**config.mk**
```make
export PLATFORM = sky130hd
export DESIGN_NAME = lutram_access_arbiter
export DESIGN_NICKNAME = d
export VERILOG_FILES = /design/src/rtl/lutram_access_arbiter_pkg.sv /design/src/rtl/lutram_access_arbiter_rr_arbiter_2.sv /design/src/rtl/lutram_access_arbiter.sv
export SDC_FILE = /design/constraint.sdc
export NUM_CORES = 1
export LEC_CHECK = 0
export CORE_AREA = 5 5 159 161
export DETAILED_ROUTE_END_ITERATION = 16
export DIE_AREA = 0 0 164 166
export MAX_ROUTING_LAYER = met4
export SETUP_SLACK_MARGIN = 0.05
export SYNTH_ARGS = -nofsm -noshare
export SYNTH_HDL_FRONTEND = slang
export SYNTH_HIERARCHICAL = 1
export SYNTH_SLANG_ARGS = --single-unit
```
**constraint.sdc**
```tcl
create_clock -name clk_in -period 1.85 [get_ports clk_in]
set_input_delay 0.4625 -clock clk_in [delete_from_list [all_inputs] [get_ports clk_in]]
set_output_delay 0.4625 -clock clk_in [all_outputs]
set_load 0.005 [all_outputs]
```
**src/rtl/lutram_access_arbiter_pkg.sv**
```systemverilog
// Shared types for the LUTRAM access arbiter.
// Holds the FSM encoding and requester indices.
package lutram_access_arbiter_pkg;

  typedef enum logic {
    INIT_SWEEP = 1'b0,
    SERVE      = 1'b1
  } state_e;

  localparam int unsigned NUM_REQ = 2;
  localparam int unsigned REQ0    = 0;
  localparam int unsigned REQ1    = 1;

endpackage

```
**src/rtl/lutram_access_arbiter_rr_arbiter_2.sv**
```systemverilog
// Two-way round-robin arbiter with a one-hot grant.
// After reset requester 0 is preferred.
module rr_arbiter_2
  import lutram_access_arbiter_pkg::*;
(
  input  logic               clk_in,
  input  logic               reset_n_in,
  input  logic               en_in,
  input  logic [NUM_REQ-1:0] req_in,
  output logic [NUM_REQ-1:0] grant_out
);

  // 1 means requester 1 won last, so requester 0 goes first
  logic last_q;

  always_comb begin
    grant_out = '0;
    if (en_in) begin
      case (req_in)
        2'b01:   grant_out[REQ0] = 1'b1;
        2'b10:   grant_out[REQ1] = 1'b1;
        2'b11: begin
          if (last_q) grant_out[REQ0] = 1'b1;
          else        grant_out[REQ1] = 1'b1;
        end
        default: ;
      endcase
    end
  end

  always_ff @(posedge clk_in or negedge reset_n_in) begin
    if (!reset_n_in) begin
      last_q <= 1'b1;
    end else if (|grant_out) begin
      last_q <= grant_out[REQ1];
    end
  end

endmodule

```
**src/rtl/lutram_access_arbiter.sv**
```systemverilog
// Two-requester arbiter in front of a single-port LUTRAM.
// LUTRAM_ACCESS_ARBITER_INIT_SWEEP_EN adds a zeroing sweep after reset.
module lutram_access_arbiter
  import lutram_access_arbiter_pkg::*;
#(
  parameter int unsigned SINGLE_ELEMENT_SIZE_IN_BITS = 64,
  parameter int unsigned NUMBER_SETS                 = 64,
  parameter int unsigned SET_PTR_WIDTH_IN_BITS       = $clog2(NUMBER_SETS)
) (
  input  logic                                   clk_in,
  input  logic                                   reset_n_in,

  input  logic                                   req0_valid_in,
  output logic                                   req0_ready_out,
  input  logic                                   req0_write_en_in,
  input  logic [SET_PTR_WIDTH_IN_BITS-1:0]       req0_addr_in,
  input  logic [SINGLE_ELEMENT_SIZE_IN_BITS-1:0] req0_data_in,
  output logic                                   resp0_valid_out,
  output logic [SINGLE_ELEMENT_SIZE_IN_BITS-1:0] resp0_data_out,

  input  logic                                   req1_valid_in,
  output logic                                   req1_ready_out,
  input  logic                                   req1_write_en_in,
  input  logic [SET_PTR_WIDTH_IN_BITS-1:0]       req1_addr_in,
  input  logic [SINGLE_ELEMENT_SIZE_IN_BITS-1:0] req1_data_in,
  output logic                                   resp1_valid_out,
  output logic [SINGLE_ELEMENT_SIZE_IN_BITS-1:0] resp1_data_out,

  output logic                                   lutram_access_en_out,
  output logic                                   lutram_write_en_out,
  output logic [SET_PTR_WIDTH_IN_BITS-1:0]       lutram_addr_out,
  output logic [SINGLE_ELEMENT_SIZE_IN_BITS-1:0] lutram_write_data_out,
  input  logic [SINGLE_ELEMENT_SIZE_IN_BITS-1:0] lutram_read_data_in,

  output logic                                   init_done_out
);

  localparam int unsigned AW = SET_PTR_WIDTH_IN_BITS;
  localparam int unsigned DW = SINGLE_ELEMENT_SIZE_IN_BITS;

  logic               sweeping;
  logic               serving;
  logic               done_d;
  logic               done_q;
  logic [AW-1:0]      sweep_addr;
  logic [NUM_REQ-1:0] gnt;
  logic               rd0;
  logic               rd1;
  logic               resp0_valid_q;
  logic               resp1_valid_q;
  logic [DW-1:0]      resp0_data_q;
  logic [DW-1:0]      resp1_data_q;

`ifdef LUTRAM_ACCESS_ARBITER_INIT_SWEEP_EN
  localparam logic [AW-1:0] LAST_SET = AW'(NUMBER_SETS - 1);

  state_e        state_q;
  state_e        state_d;
  logic [AW-1:0] sweep_q;
  logic [AW-1:0] sweep_d;

  always_ff @(posedge clk_in or negedge reset_n_in) begin
    if (!reset_n_in) begin
      state_q <= INIT_SWEEP;
      sweep_q <= '0;
    end else begin
      state_q <= state_d;
      sweep_q <= sweep_d;
    end
  end

  // The counter parks on the last set instead of wrapping
  always_comb begin
    state_d = state_q;
    sweep_d = sweep_q;
    case (state_q)
      INIT_SWEEP: begin
        if (sweep_q == LAST_SET) state_d = SERVE;
        else                     sweep_d = sweep_q + 1'b1;
      end
      SERVE:   ;
      default: state_d = INIT_SWEEP;
    endcase
  end

  assign sweeping   = (state_q == INIT_SWEEP);
  assign serving    = (state_q == SERVE);
  assign sweep_addr = sweep_q;
  assign done_d     = (state_d == SERVE);
`else
  assign sweeping   = 1'b0;
  assign serving    = 1'b1;
  assign sweep_addr = '0;
  assign done_d     = 1'b1;
`endif

  rr_arbiter_2 u_rr (
    .clk_in     (clk_in),
    .reset_n_in (reset_n_in),
    .en_in      (serving & reset_n_in),
    .req_in     ({req1_valid_in, req0_valid_in}),
    .grant_out  (gnt)
  );

  assign req0_ready_out = gnt[REQ0];
  assign req1_ready_out = gnt[REQ1];

  always_comb begin
    lutram_access_en_out  = 1'b0;
    lutram_write_en_out   = 1'b0;
    lutram_addr_out       = '0;
    lutram_write_data_out = '0;
    unique case (1'b1)
      (sweeping & reset_n_in): begin
        lutram_access_en_out = 1'b1;
        lutram_write_en_out  = 1'b1;
        lutram_addr_out      = sweep_addr;
      end
      gnt[REQ0]: begin
        lutram_access_en_out  = 1'b1;
        lutram_write_en_out   = req0_write_en_in;
        lutram_addr_out       = req0_addr_in;
        lutram_write_data_out = req0_data_in;
      end
      gnt[REQ1]: begin
        lutram_access_en_out  = 1'b1;
        lutram_write_en_out   = req1_write_en_in;
        lutram_addr_out       = req1_addr_in;
        lutram_write_data_out = req1_data_in;
      end
      default: ;
    endcase
  end

  assign rd0 = gnt[REQ0] & ~req0_write_en_in;
  assign rd1 = gnt[REQ1] & ~req1_write_en_in;

  always_ff @(posedge clk_in or negedge reset_n_in) begin
    if (!reset_n_in) begin
      resp0_valid_q <= 1'b0;
      resp1_valid_q <= 1'b0;
      resp0_data_q  <= '0;
      resp1_data_q  <= '0;
      done_q        <= 1'b0;
    end else begin
      resp0_valid_q <= rd0;
      resp1_valid_q <= rd1;
      if (rd0) resp0_data_q <= lutram_read_data_in;
      if (rd1) resp1_data_q <= lutram_read_data_in;
      done_q <= done_d;
    end
  end

  assign resp0_valid_out = resp0_valid_q;
  assign resp1_valid_out = resp1_valid_q;
  assign resp0_data_out  = resp0_data_q;
  assign resp1_data_out  = resp1_data_q;
  assign init_done_out   = done_q;

endmodule

```
==> metrics.yaml, run 1 <==
status:
  outcome: "complete, but fails checks"
  violations: "setup timing"
logic_synthesis:
  async_reset_ff_share_pct: 100
  synth_flop_cell: "dfrtp_1"
  yosys.area_share.simple_pct: 0.728
  synth_compound_area_share_pct: 11.0
  syn_area_mm2: 0.00584
  synth_edf_count: 0
  synth_mux_area_share_pct: 27.8
  synth_fp_nets: 582
  avgSynthCellArea_um2: 15.7
  ys_seq_area_share_pct: 56.6
  synth_adder_area_share_pct: 0
  yosys_warnings: 6
  syn_inst: 372
  synthXorXnorAreaFrac_pct: 0
  ys_ff_latch: 132
  ys_types: 20
  synth_top_family_by_area: "multiplexers"
global_routing:
  grt_usage_pct: 20.1
  antenna_found_initial: 12
  grt.met3_usage_pct: 9.70
  grt_pass1_vias: 5673
  grt_max_degree: 56
  grt_overflow: 0
  grt_pass1_wl_um: 39200
  grtUsageMet2_pct: 28.0
  grt_busiest_layer: "met2"
  use_met1_pct: 26.5
clocking:
  clk_latency_ns: 0.41
  cts.sinks: 132
  cts-buffers-inserted: 17
  h-tree-depth: 4
  cts_tree: "done"
  clkTransAtPathRegs_ns: 0.06
  cts-root-buf: "clkbuf_16"
  cts_buffer_depth: 2
critical_path:
  reg2regPathDepth: 11
  start_kind: "flip-flop"
  crit_chain: "inv_2, a21oi_4, buf_12, buf_6, buf_16, a22o_1, clkdlybuf4s15_2"
  r2r_end: "resp0_data_out[20]"
  critPathCaptureType: "output port"
  slowest_delay_ns: 0.55
  crit_buf_inv: 5
  arrival_ns: 1.93
  slowest_stage: "dfstp_2"
  cp_max_fo: 6
  path_delay_family: "buffers and inverters"
  r2r_slack_ns: -0.50
  cp.required_ns: 1.39
  reg2reg_from: "u_rr/last_q"
  critPathKind: "flip-flop to output port"
detailed_routing:
  drc: 0
  num_vias: 5408
  drt_iter0_drc: 286
  ant_nets: 0
  via_per_inst: 4.44
  first_pass_iters: 5
  wl_per_cell_um: 23.8
  routed_wl_um: 29000
timing:
  slew_violations: 0
  worst_slack_ns: -0.545
  min_period_ns: 2.39
  relSlewSlack_pct: 54.1
  rsz0062_at_grt: "yes"
  worst_pin_slew_ns: 0.688
  setup_viol: 203
  skew_ns: 0.00946
  hold_viol_final: 0
  setup_tns_ns: -80.33
  max_freq_mhz: 418
  period_share_pct: 129
run:
  cap_violations: 0
finish:
  final_area_mm2: 0.0124
  drive_gt1_share_pct: 38.5
  nets: 1078
  seq_area_mm2: 0.00330
  area_delta_synth_final_pct: 112
  nFillCells: 2096
  multi_input_area_mm2: 0.00258
  finalCoreUtilization_pct: 51.9
pwr:
  ir_drop_v: 0.000583
  power.density_mw_per_mm2: 939
  cellLeakagePower_nw: 5.93
placed_design:
  io_buffers: 414
  place.gp.congestion: 0.907
  dp_hpwl_um: 19500
  dp_slack_ns: -0.888
  dpl-instance-area_mm2: 0.0106
hold_path:
  hp-class: "input pin to asynchronous set/reset pin"
die:
  die_w_um: 164
  die_area_mm2: 0.0272
  die_height_um: 166
  core_area_mm2: 0.0238
  rows: 57
  io-pin-count: 415
  start_util_pct: 24.5
cells in the mapped netlist, types with 2 or more instances:
cell type	count	area, um^2
buf_8	5	75.1
dfrtp_1	131	3280
buf_2	3	15.0
a22o_1	71	622
mux2_2	79	890
clkbuf_1	14	52.6
mux2_4	49	736
nand2_1	2	7.51
buf_6	6	67.6
a21oi_1	2	10.0
worst register-to-register path: cells and delay by family (launching register included):
family                 cells  cell delay (ns)
DFF                        1             0.55
buffers and inverters      8             1.01
muxes                      1             0.29
AOI/OAI and AO/OA          1             0.16
and+or+nand+nor            1             0.21
layout make-up:
type	instances	share of cell area, %
multi-input combinational	209	20.8
clock buffer	18	3.55
sequential	132	26.7
antenna	12	0.243
tap	324	3.28
clock inverter	14	1.33
inverter	2	0.101
timing repair buffer	506	44.0
how the worst max path moves through the flow:
stage                  start                         to  slack [ns]  cells after the start
4_1_cts          u_rr/last_q  lutram_write_data_out[43]       -0.56                      9
2_1_floorplan     reset_n_in         lutram_addr_out[0]        0.03                      5
3_3_place_gp   req1_valid_in  lutram_write_data_out[45]       -0.88                      6
3_5_place_dp   req1_valid_in  lutram_write_data_out[45]       -0.89                      6
6_report         u_rr/last_q         lutram_addr_out[4]       -0.54                      7
5_1_grt          u_rr/last_q   lutram_write_data_out[0]       -0.60                      8
kinds of logic after synthesis:
family,Yosys count
other cells,1
buf+inv,31
simple gates,6
mux,128
compound gates,74
flops,132
state kept, by name, indices dropped and copies added (netlist names):
| signal | count |
|---|---|
| init_done_out | 1 |
| resp0_data_out | 64 |
| resp0_valid_out | 1 |
| resp1_data_out | 64 |
| resp1_valid_out | 1 |
| u_rr/last_q | 1 |
what timing repair did:
item                                    CTS  global route
setup buffers                            27            12
gates cloned                             16             9
pin swaps                                21            33
resized for setup                       383            91
endpoints found under the setup margin  178           238
hold buffers                              0             0
endpoints found under the hold margin     0             0
where the power goes:
group	total [mW]	switching, mW	internal (mW)
registers	4.00	0.397	3.61
logic	4.16	1.25	2.90
clock network	3.46	1.40	2.06
through the flow:
| step | instances | hold slack [ns] | total power, mW |
|---|---|---|---|
| detailed placement | 1114 | 0.490 | 7.77 |
| finish | 1217 | 0.101 | 11.6 |
| global route | 1217 | 0.0899 | 12.2 |
| CTS | 1189 | 0.0855 | 11.6 |
| global placement | 1114 | 0.486 | 7.75 |
| floorplan | 372 | 0.167 | 5.13 |
per-layer routing:
layer	vias up	share of wire (%)
li1	2431	-
met1	2664	44
met2	289	43
met3	24	12
met4	0	1.2
met5	-	0
layout by cell type (no fill, tap or decap), types with 17 or more instances in the layout:
cell type / Yosys / routed
mux2_4: 49 / 108
mux2_2: 79 / 20
buf_4: 1 / 23
clkbuf_16: 0 / 25
dlymetal6s2s_1: 0 / 34
a22o_1: 71 / 70
buf_12: 0 / 26
clkdlybuf4s50_1: 0 / 295
buf_6: 6 / 17
buf_2: 3 / 69
dfrtp_1: 131 / 131
(Power assumes the default switching activity.)
==> run 2, diff against run 1 <==
clock period = 2.8 ns   (was 1.85 ns; I/O delays follow)
==> metrics.yaml, run 2 (synthesis results as in run 1) <==
status:
  outcome: "complete, no violations"
detailed_routing:
  routed_wl_um: 24600
  via_per_inst: 4.44
  ant_nets: 0
  drc: 0
  wl_per_cell_um: 21.3
  first_pass_iters: 4
  drt_iter0_drc: 309
  num_vias: 5126
critical_path:
  critPathCaptureType: "output port"
  r2r_slack_ns: 0.63
  r2r_end: "resp0_data_out[1]"
  path_delay_family: "buffers and inverters"
  slowest_delay_ns: 0.27
  crit_chain: "dlygate4sd2_1, nand2_2, a21oi_4, buf_12, buf_12, bufbuf_16, a22o_1, clkdlybuf4s15_1"
  cpMostUsedCell: "buf_12"
  cp.required_ns: 2.10
  start_kind: "input pin"
  reg2reg_from: "u_rr/last_q"
  cp_max_fo: 11
  arrival_ns: 2.05
  slowest_stage: "bufbuf_16"
  reg2regPathDepth: 8
  critPathKind: "input pin to output port"
  crit_buf_inv: 5
clocking:
  clk_latency_ns: 0.41
  clkTransAtPathRegs_ns: 0.06
  ctsHoldBuffers: 0
  cts-root-buf: "clkbuf_16"
  cts_tree: "done"
  cts-buffers-inserted: 17
  cts_buffer_depth: 2
  h-tree-depth: 4
  cts.sinks: 132
timing:
  rsz0062_at_grt: "yes"
  max_freq_mhz: 364
  slew_violations: 0
  setup_viol: 0
  worst_pin_slew_ns: 0.941
  relSlewSlack_pct: 37.2
  period_share_pct: 98.1
  whs_ns: 0.499
  min_period_ns: 2.75
  hold_viol_final: 0
  skew_ns: 0.00893
global_routing:
  grt_pass1_vias: 5520
  grt_max_degree: 74
  grt_usage_pct: 17.8
  grt_pass1_wl_um: 34800
  antenna_found_initial: 8
  grt_overflow: 0
die:
  die_w_um: 164
  core_area_mm2: 0.0238
  io-pin-count: 415
  rows: 57
  die_height_um: 166
  start_util_pct: 24.5
  die_area_mm2: 0.0272
pwr:
  power.density_mw_per_mm2: 632
  cellLeakagePower_nw: 4.90
  ir_drop_v: 0.000302
  totalPowerFinal_mw: 7.08
placed_design:
  dp_hpwl_um: 19200
  io_buffers: 414
  place.gp.congestion: 0.907
finish:
  area_delta_synth_final_pct: 91.8
  mostFrequentLayoutCells: "clkdlybuf4s50_1, dfrtp_1, mux2_2"
  layout_commonest_cell: "clkdlybuf4s50_1"
  drive_gt1_share_pct: 26.5
  multi_input_area_mm2: 0.00234
  seq_area_mm2: 0.00330
  nFillCells: 2224
  nets: 1021
hold_path:
  hp-class: "input pin to asynchronous set/reset pin"
run:
  cap_violations: 0
## run 2: metrics by stage
stage | std cells | TNS (ns) | setup slack (ns) | instance area (um^2) | util (%)
floorplan | 372 | 0 | 0.507 | 5840 | -
global placement | 1105 | -22.75 | -0.374 | 10500 | 44.1
detailed placement | 1105 | -22.65 | -0.370 | 10500 | 44.1
CTS | 1144 | 0 | 0.0139 | 11200 | 47.0
global route | 1155 | 0 | 0.0234 | 11200 | 47.0
finish | 1155 | 0 | 0.0536 | 11200 | 47.0
## run 2: power breakdown
part / total [mW] / internal, mW / switching, mW
clock: 2.01 / 1.14 / 0.869
sequential: 2.62 / 2.38 / 0.240
combinational: 2.45 / 1.71 / 0.742
total: 7.08 / 5.23 / 1.85
## run 2: final cells by class
type	count	share of cell area, %
diodes	8	0.179
repair buffers	449	41.0
clock inverters	14	0.949
multi-input cells	209	20.9
flip-flops and latches	132	29.5
well taps	324	3.62
clock buffers	17	3.80
inverters	2	0.0670
## run 2: routing by layer
layer	up-vias	share of wire [%]	global-route usage, %
met1	2505	37	18.8
met4	0	3.2	7.59
met2	308	52	30.5
li1	2284	-	-
met5	-	0	-
met3	29	8.2	5.46
## run 2: what timing repair did
| action | 4_1_cts | 5_1_grt |
|---|---|---|
| pin swaps | 1 | 2 |
| cloned | 5 | 1 |
| buffers inserted | 3 | 2 |
| endpoints found under the setup margin | 74 | 21 |
| resized for setup | 99 | 17 |
## run 2: worst max path at each step
stage,startpoint,slack [ns],endpoint,depth (start not counted)
2_1_floorplan,reset_n_in,0.51,lutram_addr_out[0],5
4_1_cts,req1_valid_in,0.01,lutram_write_data_out[6],8
3_5_place_dp,req1_valid_in,-0.37,lutram_write_data_out[1],6
5_1_grt,req1_valid_in,0.02,lutram_write_data_out[6],8
3_3_place_gp,req1_valid_in,-0.37,lutram_write_data_out[63],6
6_report,req1_valid_in,0.05,lutram_write_data_out[6],8
